--- src/rtl/clock_display_scan_pkg.sv ---
`timescale 1ns/1ps
`default_nettype none
// ============================================================================
//  Module   : clock_display_scan_pkg
//  Purpose  : Shared constants for the clock display scanner. This covers the
//             active-low 7-segment glyphs (gfedcba), the blank and dash codes,
//             the digit count, the time snapshot type and the anode decode
//             helper.
//  Ports    : none (package)
//  Revision : 1.0 - initial release
// ============================================================================
package clock_display_scan_pkg;

    localparam int NUM_DIGITS = 6;

    // Glyphs are gfedcba, active-low (0 = segment lit)
    localparam logic [6:0] SEG_0    = 7'b1000000;
    localparam logic [6:0] SEG_1    = 7'b1111001;
    localparam logic [6:0] SEG_2    = 7'b0100100;
    localparam logic [6:0] SEG_3    = 7'b0110000;
    localparam logic [6:0] SEG_4    = 7'b0011001;
    localparam logic [6:0] SEG_5    = 7'b0010010;
    localparam logic [6:0] SEG_6    = 7'b0000010;
    localparam logic [6:0] SEG_7    = 7'b1111000;
    localparam logic [6:0] SEG_8    = 7'b0000000;
    localparam logic [6:0] SEG_9    = 7'b0010000;
    localparam logic [6:0] SEG_DASH = 7'b0111111;
    localparam logic [7:0] SEG_BLANK = 8'hFF;

    // One frame's worth of time, captured together so the frame never tears
    typedef struct packed {
        logic       pm;
        logic [7:0] hh;
        logic [7:0] mm;
        logic [7:0] ss;
    } time_snap_t;

    // Active-low one-hot anode for the given digit index
    function automatic logic [5:0] anode_n(input logic [2:0] digit);
        return ~(6'b000001 << digit);
    endfunction

endpackage
`default_nettype wire

--- src/rtl/clock_display_scan_if.sv ---
`timescale 1ns/1ps
`default_nettype none
// ============================================================================
//  Module   : clock_display_scan_if
//  Purpose  : Bundles the time inputs from clock_main, the blank control and
//             the anode/segment pad outputs of the display scanner.
//  Ports    : pm, hh, mm, ss, blank (toward scanner); an, seg (from scanner)
//             master = time source / pad side, slave = scanner
//  Revision : 1.0 - initial release
// ============================================================================
interface clock_display_scan_if;
    logic       pm;
    logic [7:0] hh;
    logic [7:0] mm;
    logic [7:0] ss;
    logic       blank;
    logic [5:0] an;
    logic [7:0] seg;

    modport master (output pm, hh, mm, ss, blank, input  an, seg);
    modport slave  (input  pm, hh, mm, ss, blank, output an, seg);
endinterface
`default_nettype wire

--- src/rtl/clock_display_scan_bcd_to_seg.sv ---
`timescale 1ns/1ps
`default_nettype none
// ============================================================================
//  Module   : clock_display_scan_bcd_to_seg
//  Purpose  : Combinational BCD nibble to active-low 7-segment glyph. Any
//             nibble above 9 shows a dash (g segment only).
//  Ports    : nibble_i [3:0] BCD digit
//             glyph_o  [6:0] gfedcba, active-low
//  Revision : 1.0 - initial release
// ============================================================================
module clock_display_scan_bcd_to_seg
    import clock_display_scan_pkg::*;
(
    input  logic [3:0] nibble_i,
    output logic [6:0] glyph_o
);

    always_comb begin
        glyph_o = SEG_DASH;
        case (nibble_i)
            4'd0:    glyph_o = SEG_0;
            4'd1:    glyph_o = SEG_1;
            4'd2:    glyph_o = SEG_2;
            4'd3:    glyph_o = SEG_3;
            4'd4:    glyph_o = SEG_4;
            4'd5:    glyph_o = SEG_5;
            4'd6:    glyph_o = SEG_6;
            4'd7:    glyph_o = SEG_7;
            4'd8:    glyph_o = SEG_8;
            4'd9:    glyph_o = SEG_9;
            default: glyph_o = SEG_DASH;
        endcase
    end

endmodule
`default_nettype wire

--- src/rtl/clock_display_scan.sv ---
`timescale 1ns/1ps
`default_nettype none
// ============================================================================
//  Module   : clock_display_scan
//  Purpose  : Time-multiplexes six 7-segment digits (HH.MM.SS) from a
//             per-frame snapshot of clock_main's BCD time. The segment and
//             anode drive is active-low and registered.
//  Ports    : clk   - system clock
//             reset - synchronous, active-low
//             disp  - slave modport: pm/hh/mm/ss/blank in, an/seg out
//  Params   : REFRESH_DIV - clk cycles each digit is held (>= 2)
//  Revision : 1.0 - initial release
// ============================================================================
module clock_display_scan
    import clock_display_scan_pkg::*;
#(
    parameter int REFRESH_DIV = 100000
) (
    input  logic                 clk,
    input  logic                 reset,
    clock_display_scan_if.slave  disp
);

    localparam int               TICK_W     = $clog2(REFRESH_DIV);
    localparam logic [TICK_W-1:0] TICK_LAST = TICK_W'(REFRESH_DIV - 1);
    localparam logic [2:0]       DIGIT_LAST = 3'(NUM_DIGITS - 1);

    logic [TICK_W-1:0] tick_q,   tick_d;
    logic [2:0]        digit_q,  digit_d;
    time_snap_t        shadow_q, shadow_d;
    logic [5:0]        an_q,     an_d;
    logic [7:0]        seg_q,    seg_d;

    logic       frame_start;
    logic       tick_wrap;
    logic [3:0] nibble;
    logic [6:0] glyph;
    logic       dp_lit;

    assign frame_start = (tick_q == '0) && (digit_q == 3'd0);
    assign tick_wrap   = (tick_q == TICK_LAST);

    // Prescaler and digit counter
    always_comb begin
        tick_d  = tick_wrap ? '0 : tick_q + 1'b1;
        digit_d = digit_q;
        if (tick_wrap) begin
            digit_d = (digit_q == DIGIT_LAST) ? 3'd0 : digit_q + 3'd1;
        end
    end

    // Output uses the value being captured on the frame-start cycle, so digit 0
    // already shows the new frame's snapshot rather than the previous one.
    assign shadow_d = frame_start ? '{pm: disp.pm, hh: disp.hh, mm: disp.mm, ss: disp.ss}
                                  : shadow_q;

    always_comb begin
        nibble = 4'd0;
        case (digit_q)
            3'd5:    nibble = shadow_d.hh[7:4];
            3'd4:    nibble = shadow_d.hh[3:0];
            3'd3:    nibble = shadow_d.mm[7:4];
            3'd2:    nibble = shadow_d.mm[3:0];
            3'd1:    nibble = shadow_d.ss[7:4];
            default: nibble = shadow_d.ss[3:0];
        endcase
    end

    clock_display_scan_bcd_to_seg u_bcd_to_seg (
        .nibble_i (nibble),
        .glyph_o  (glyph)
    );

    // Separators after hours and minutes; rightmost dp doubles as PM indicator
    always_comb begin
        dp_lit = (digit_q == 3'd4) || (digit_q == 3'd2) ||
                 ((digit_q == 3'd0) && shadow_d.pm);
        seg_d  = {~dp_lit, glyph};
        if ((digit_q == 3'd5) && (nibble == 4'd0)) begin
            seg_d = SEG_BLANK;  // leading-zero suppression on hours tens
        end
        an_d = disp.blank ? 6'h3F : anode_n(digit_q);
    end

    always_ff @(posedge clk) begin
        if (!reset) begin
            tick_q   <= '0;
            digit_q  <= 3'd0;
            shadow_q <= '0;
            an_q     <= 6'h3F;
            seg_q    <= SEG_BLANK;
        end else begin
            tick_q   <= tick_d;
            digit_q  <= digit_d;
            shadow_q <= shadow_d;
            an_q     <= an_d;
            seg_q    <= seg_d;
        end
    end

    assign disp.an  = an_q;
    assign disp.seg = seg_q;

endmodule
`default_nettype wire
--- src/flat_wrapper.sv ---
// flat-port wrapper written by rule: the top's interface ports become plain ports
module clock_display_scan_flat import clock_display_scan_pkg::*;
#(
    parameter int REFRESH_DIV = 100000
)
  (clk, reset, disp_pm, disp_hh, disp_mm, disp_ss, disp_blank, disp_an, disp_seg);
  clock_display_scan_if disp_i ();
  input  logic clk;
  input  logic reset;
  input wire logic [$bits(disp_i.pm)-1:0] disp_pm;
  input wire logic [$bits(disp_i.hh)-1:0] disp_hh;
  input wire logic [$bits(disp_i.mm)-1:0] disp_mm;
  input wire logic [$bits(disp_i.ss)-1:0] disp_ss;
  input wire logic [$bits(disp_i.blank)-1:0] disp_blank;
  output wire logic [$bits(disp_i.an)-1:0] disp_an;
  output wire logic [$bits(disp_i.seg)-1:0] disp_seg;
  assign disp_i.pm = disp_pm;
  assign disp_i.hh = disp_hh;
  assign disp_i.mm = disp_mm;
  assign disp_i.ss = disp_ss;
  assign disp_i.blank = disp_blank;
  assign disp_an = disp_i.an;
  assign disp_seg = disp_i.seg;
  clock_display_scan #(.REFRESH_DIV(REFRESH_DIV)) u_core (.clk(clk), .reset(reset), .disp(disp_i));
endmodule
--- config.mk ---
export PLATFORM = sky130hd
export DESIGN_NAME = clock_display_scan_flat
export DESIGN_NICKNAME = d
export VERILOG_FILES = /design/src/rtl/clock_display_scan_pkg.sv /design/src/rtl/clock_display_scan_if.sv /design/src/rtl/clock_display_scan_bcd_to_seg.sv /design/src/rtl/clock_display_scan.sv /design/src/flat_wrapper.sv
export SDC_FILE = /design/constraint.sdc
export NUM_CORES = 1
export LEC_CHECK = 0
export ABC_AREA = 1
export BUFFER_PORTS_ARGS = -buffer_cell sky130_fd_sc_hd__clkbuf_2
export CORE_MARGIN = 2
export CORE_UTILIZATION = 60
export CTS_CLUSTER_SIZE = 25
export DETAILED_ROUTE_END_ITERATION = 7
export PLACE_DENSITY = 0.8
export RECOVER_POWER = 50
export SLEW_MARGIN = 20
export SYNTH_ARGS = -nofsm -noshare
export SYNTH_HDL_FRONTEND = slang
export SYNTH_SLANG_ARGS = --single-unit
--- constraint.sdc ---
create_clock -name clk -period 4.8 [get_ports clk]
set_input_delay 0.24 -clock clk [delete_from_list [all_inputs] [get_ports clk]]
set_output_delay 0.24 -clock clk [all_outputs]
set_load 0.03 [all_outputs]
==> results.env <==
STATUS='complete, no violations'
SYNTH.YOSYS.SEQ_AREA_SHARE_PCT=38.3
CRITICALPATHCATEGORY='register to register'
CRIT_TOP_CELL='sky130_fd_sc_hd__nand2_1'
REQUIRED_NS=5.09
CAP_VIOL_MAX_COUNT=0
NETLIST.TOP_CELL.BY_AREA='sky130_fd_sc_hd__dfxtp_1'
TIMING.FINAL.MAX_SLEW_VIOLATIONS=0
DRT-INITIAL-DRC-COUNT=191
CLOCK_TREE_FROM_TRITONCTS='done'
GR-TOTAL-OVERFLOW=0
SYNTHMOSTINSTANTIATEDCELL='sky130_fd_sc_hd__nand2_1'
FILLER_CELL_COUNT=465
COMBINATIONAL_FAMILY_WITH_THE_MOST_AREA_AFTER_SYNTHESIS='simple AND/OR/NAND/NOR gates'
FLOORPLAN.DIE.HEIGHT_UM=75.7
FMAX_MHz=306
CLOCKROOTBUFFER='sky130_fd_sc_hd__clkbuf_8'
INITIAL_UTILIZATION_PCT=61.2
CTS_BUFFER_DEPTH=2
SYNTH_XOR_XNOR_AREA_SHARE_PCT=1.42
ANTENNA_FOUND_INITIAL=0
NUMCLOCKSINKS=59
IR_WORST_VDD_V=0.000201
P_LEAK_nW=1.67
WORST_SLEW_PIN_TRAN_NS=0.901
SYNTH_FA_HA_AREA_SHARE_PCT=3.65
SYN_NETS=475
HP-CLASS='input pin to register'
CTS-HTREE-LEVELS=3
FIN_SKEW_NS=0.00499
SETUP_TNS_NS=0
WORST_HOLD_SLACK_NS=0.153
CP_CELL_SEQUENCE='inv_1 > ha_1 > nand2_1 > nor2_1 > nand3_1 > clkinvlp_2 > nand2_1 > nand2_1 > nand2_1 > nand2_1 > nor2_1 > nand2_1 > nand2_1 > ha_1 > inv_1 > nor2_1 > nand3_4 > nand2_2 > nor2_1 > nand2_1'
NUMPORTBUFFERS=41
CTS_MADE_BUFFERS=9
BIGGEST_AREA_CONTRIBUTORS_IN_THE_SYNTHESIZED_NETLIST='sky130_fd_sc_hd__dfxtp_1 (38%), sky130_fd_sc_hd__nand2_1 (15%), sky130_fd_sc_hd__inv_1 (6.8%)'
POST_SYNTH_MOST_FREQUENT_CELLS='sky130_fd_sc_hd__nand2_1 (120), sky130_fd_sc_hd__dfxtp_1 (59), sky130_fd_sc_hd__inv_1 (56)'
DETAIL_ROUTE.WIRELENGTH_UM=6630
FINAL.PERIOD_UTILIZATION_PCT=68.2
VIAS_PER_CELL=5.01
FINAL_CORE_UTILIZATION_PCT=68.0
HOLD_BUFFERS=0
CTS.REPAIR_TIMING.SETUP_BUFFER_COUNT=0
ROW_COUNT=26
POSTSYNTHREGISTERBITS=59
DRT_PASS1_ITERATIONS=4
CELL_AREA_SYNTH_UM2=3080
SETUP_VIOL=0
DIE_AREA_UM2=5730
ANTENNA_VIOLATION_NET_COUNT_AFTER_DETAILED_ROUTING=0
CELLPOWERDENSITY_nW_PER_UM2=336
CRIT_PATH_END_KIND='register'
RSZ0062_AT_GRT='no'
DRC=0
SYNTH-COMPOUND-AREA-SHARE_PCT=3.73
TIMING.CRITICAL_PATH.ARRIVAL_NS=3.56
YS.FLOP_TYPE='sky130_fd_sc_hd__dfxtp_1'
GRT_MAX_DEGREE=29
CRIT_PATH_MAX_INCR_DELAY_NS=0.49
PLACER_S_FINAL_ROUTABILITY_CONGESTION_ESTIMATE=0.869
ROUTED_WIRE_LENGTH_PER_INSTANCE_UM=11.9
FIN_CELLS=555
POST_SYNTH_AND_OR_NAND_NOR_AREA_FRACTION_PCT=40.6
FINAL_LAYOUT_SIZE_SUFFIX_GT1_SHARE_PCT=14.6
CRIT_PATH_TOP_DELAY_CELL='sky130_fd_sc_hd__nand3_1'
SYNTH_CELLS=438
FINAL_NET_COUNT=517
DP_HPWL_UM=4820
VIAS=2782
SYNTH_ENABLE_FLOP_CELLS=0
DIE_X_UM=75.7
FLOW.AREA_GROWTH_FROM_SYNTHESIS_PCT=11.2
CTSRESIZECOUNT=0
SYNTH_WARNINGS=0
COUNT_OF_PLACED_STANDARD_CELLS_INCLUDING_TAPS=539
NUMBER_OF_ANTENNA_DIODES=0
SYNTH_CELL_TYPES=36
ASYNC_FLOP_SHARE_PCT=0
SYNTH_LARGEST_TYPE_AREA_FRACTION_PCT=38.3
TIMING.FINAL.HOLD_VIOLATIONS=0
GRT_PASS1_WL_UM=10700
MIN_PERIOD_NS=3.27
GR-USAGE-ALL-LAYERS_PCT=24.8
SLEW_HEADROOM_PCT=39.9
WORST_SKEW_PAIR_LATENCY_NS=0.34
WORSTSETUPSTARTPOINTTYPE='register'
IOPINCOUNT=42
CLOCK_INPUT_TRANSITION_AT_THE_SEQUENTIAL_CELLS_OF_THE_WORST_SETUP_AND_HOLD_PATHS_NS=0.06
WORST_PATH_FANOUT_MAX=14
NUMBER_OF_GLOBAL_ROUTE_VIAS_BEFORE_REPAIR=2523
POSTSYNTHAREAPERCELL_UM2=7.04
MUXSHAREOFSYNTHAREA_PCT=1.38
FLOORPLAN.CORE_AREA_UM2=5040
registers in the layout, indices dropped and copies added, names as in the netlist:
register and count:
u_core.shadow_q 25, u_core.tick_q 17, u_core.disp.seg 8, u_core.disp.an 6, u_core.digit_q 3
worst max-delay path: cells and delay by family (launching register included):
family / cells / cell delay, ns
simple gates: 15 / 1.79
buf+inv: 3 / 0.60
flops: 1 / 0.40
fa+ha+maj: 2 / 0.40
area by class of cell:
type	instances	area (µm²)	area share, %
inverter	70	264	7.70
tap	70	87.6	2.55
timing repair buffer	41	186	5.44
clock inverter	2	10.0	0.292
clock buffer	14	163	4.74
sequential	59	1180	34.5
multi-input combinational	299	1540	44.8
logic make-up (layout without fill, tap and decap cells):
group / Yosys count / in the layout
AOI/OAI and AO/OA: 22 / 22
and+or+nand+nor: 260 / 260
adders and majority gates: 9 / 9
xor gates and xnor gates: 5 / 5
DFF: 59 / 59
muxes: 3 / 3
buffers and inverters: 80 / 127
where the power goes:
part	total (W)	switching, W	leakage [nW]	internal [W]
Combinational	0.000212	0.000145	1.09	0.0000664
Clock	0.000401	0.000187	0.0905	0.000214
Sequential	0.000537	0.0000111	0.485	0.000526
Total	0.00115	0.000343	1.67	0.000807
layer usage:
| layer | global-route usage [%] | vias to the layer above | wire, µm |
|---|---|---|---|
| li1 | - | 1462 | - |
| met1 | 31.8 | 1244 | 3110 |
| met4 | 10.1 | 0 | 199 |
| met3 | 6.61 | 19 | 274 |
| met2 | 39.9 | 57 | 3050 |
| met5 | 0 | - | 0 |
metrics by stage:
stage          setup WS [ns]  power, W  cell area, µm²
5_1_grt                 1.15   0.00120            3430
6_report                1.53   0.00115            3430
2_1_floorplan           2.59  0.000715            3080
3_3_place_gp            2.10  0.000757            3310
4_1_cts                 1.93   0.00116            3480
3_5_place_dp            1.95  0.000764            3310
worst paths after layout:
kind	startpoint	to	slack, ns	cells past startpoint
setup / recovery	u_core.tick_q[0]	u_core.disp.seg[4]	1.53	20
hold / removal	disp_hh[0]	u_core.shadow_q[16]	0.15	3
hold reg to reg	u_core.tick_q[3]	u_core.tick_q[3]	0.48	2
setup reg to reg	u_core.tick_q[0]	u_core.disp.seg[4]	1.53	20
cells in the final DEF, fill, tap and decap left out, types with 4 or more instances in the layout:
cell type	instances
sky130_fd_sc_hd__inv_1	57
sky130_fd_sc_hd__nor2_1	52
sky130_fd_sc_hd__nand4_1	23
sky130_fd_sc_hd__ha_1	9
sky130_fd_sc_hd__xor2_1	5
sky130_fd_sc_hd__nor3_1	9
sky130_fd_sc_hd__clkbuf_2	26
sky130_fd_sc_hd__clkbuf_1	18
sky130_fd_sc_hd__nand2_1	120
sky130_fd_sc_hd__nand2_4	4
sky130_fd_sc_hd__nand2_2	4
sky130_fd_sc_hd__a21oi_1	16
sky130_fd_sc_hd__nand3_1	33
sky130_fd_sc_hd__clkbuf_8	11
sky130_fd_sc_hd__dfxtp_1	59
sky130_fd_sc_hd__inv_2	10
Note: power is estimated with default switching activity, not from simulation.
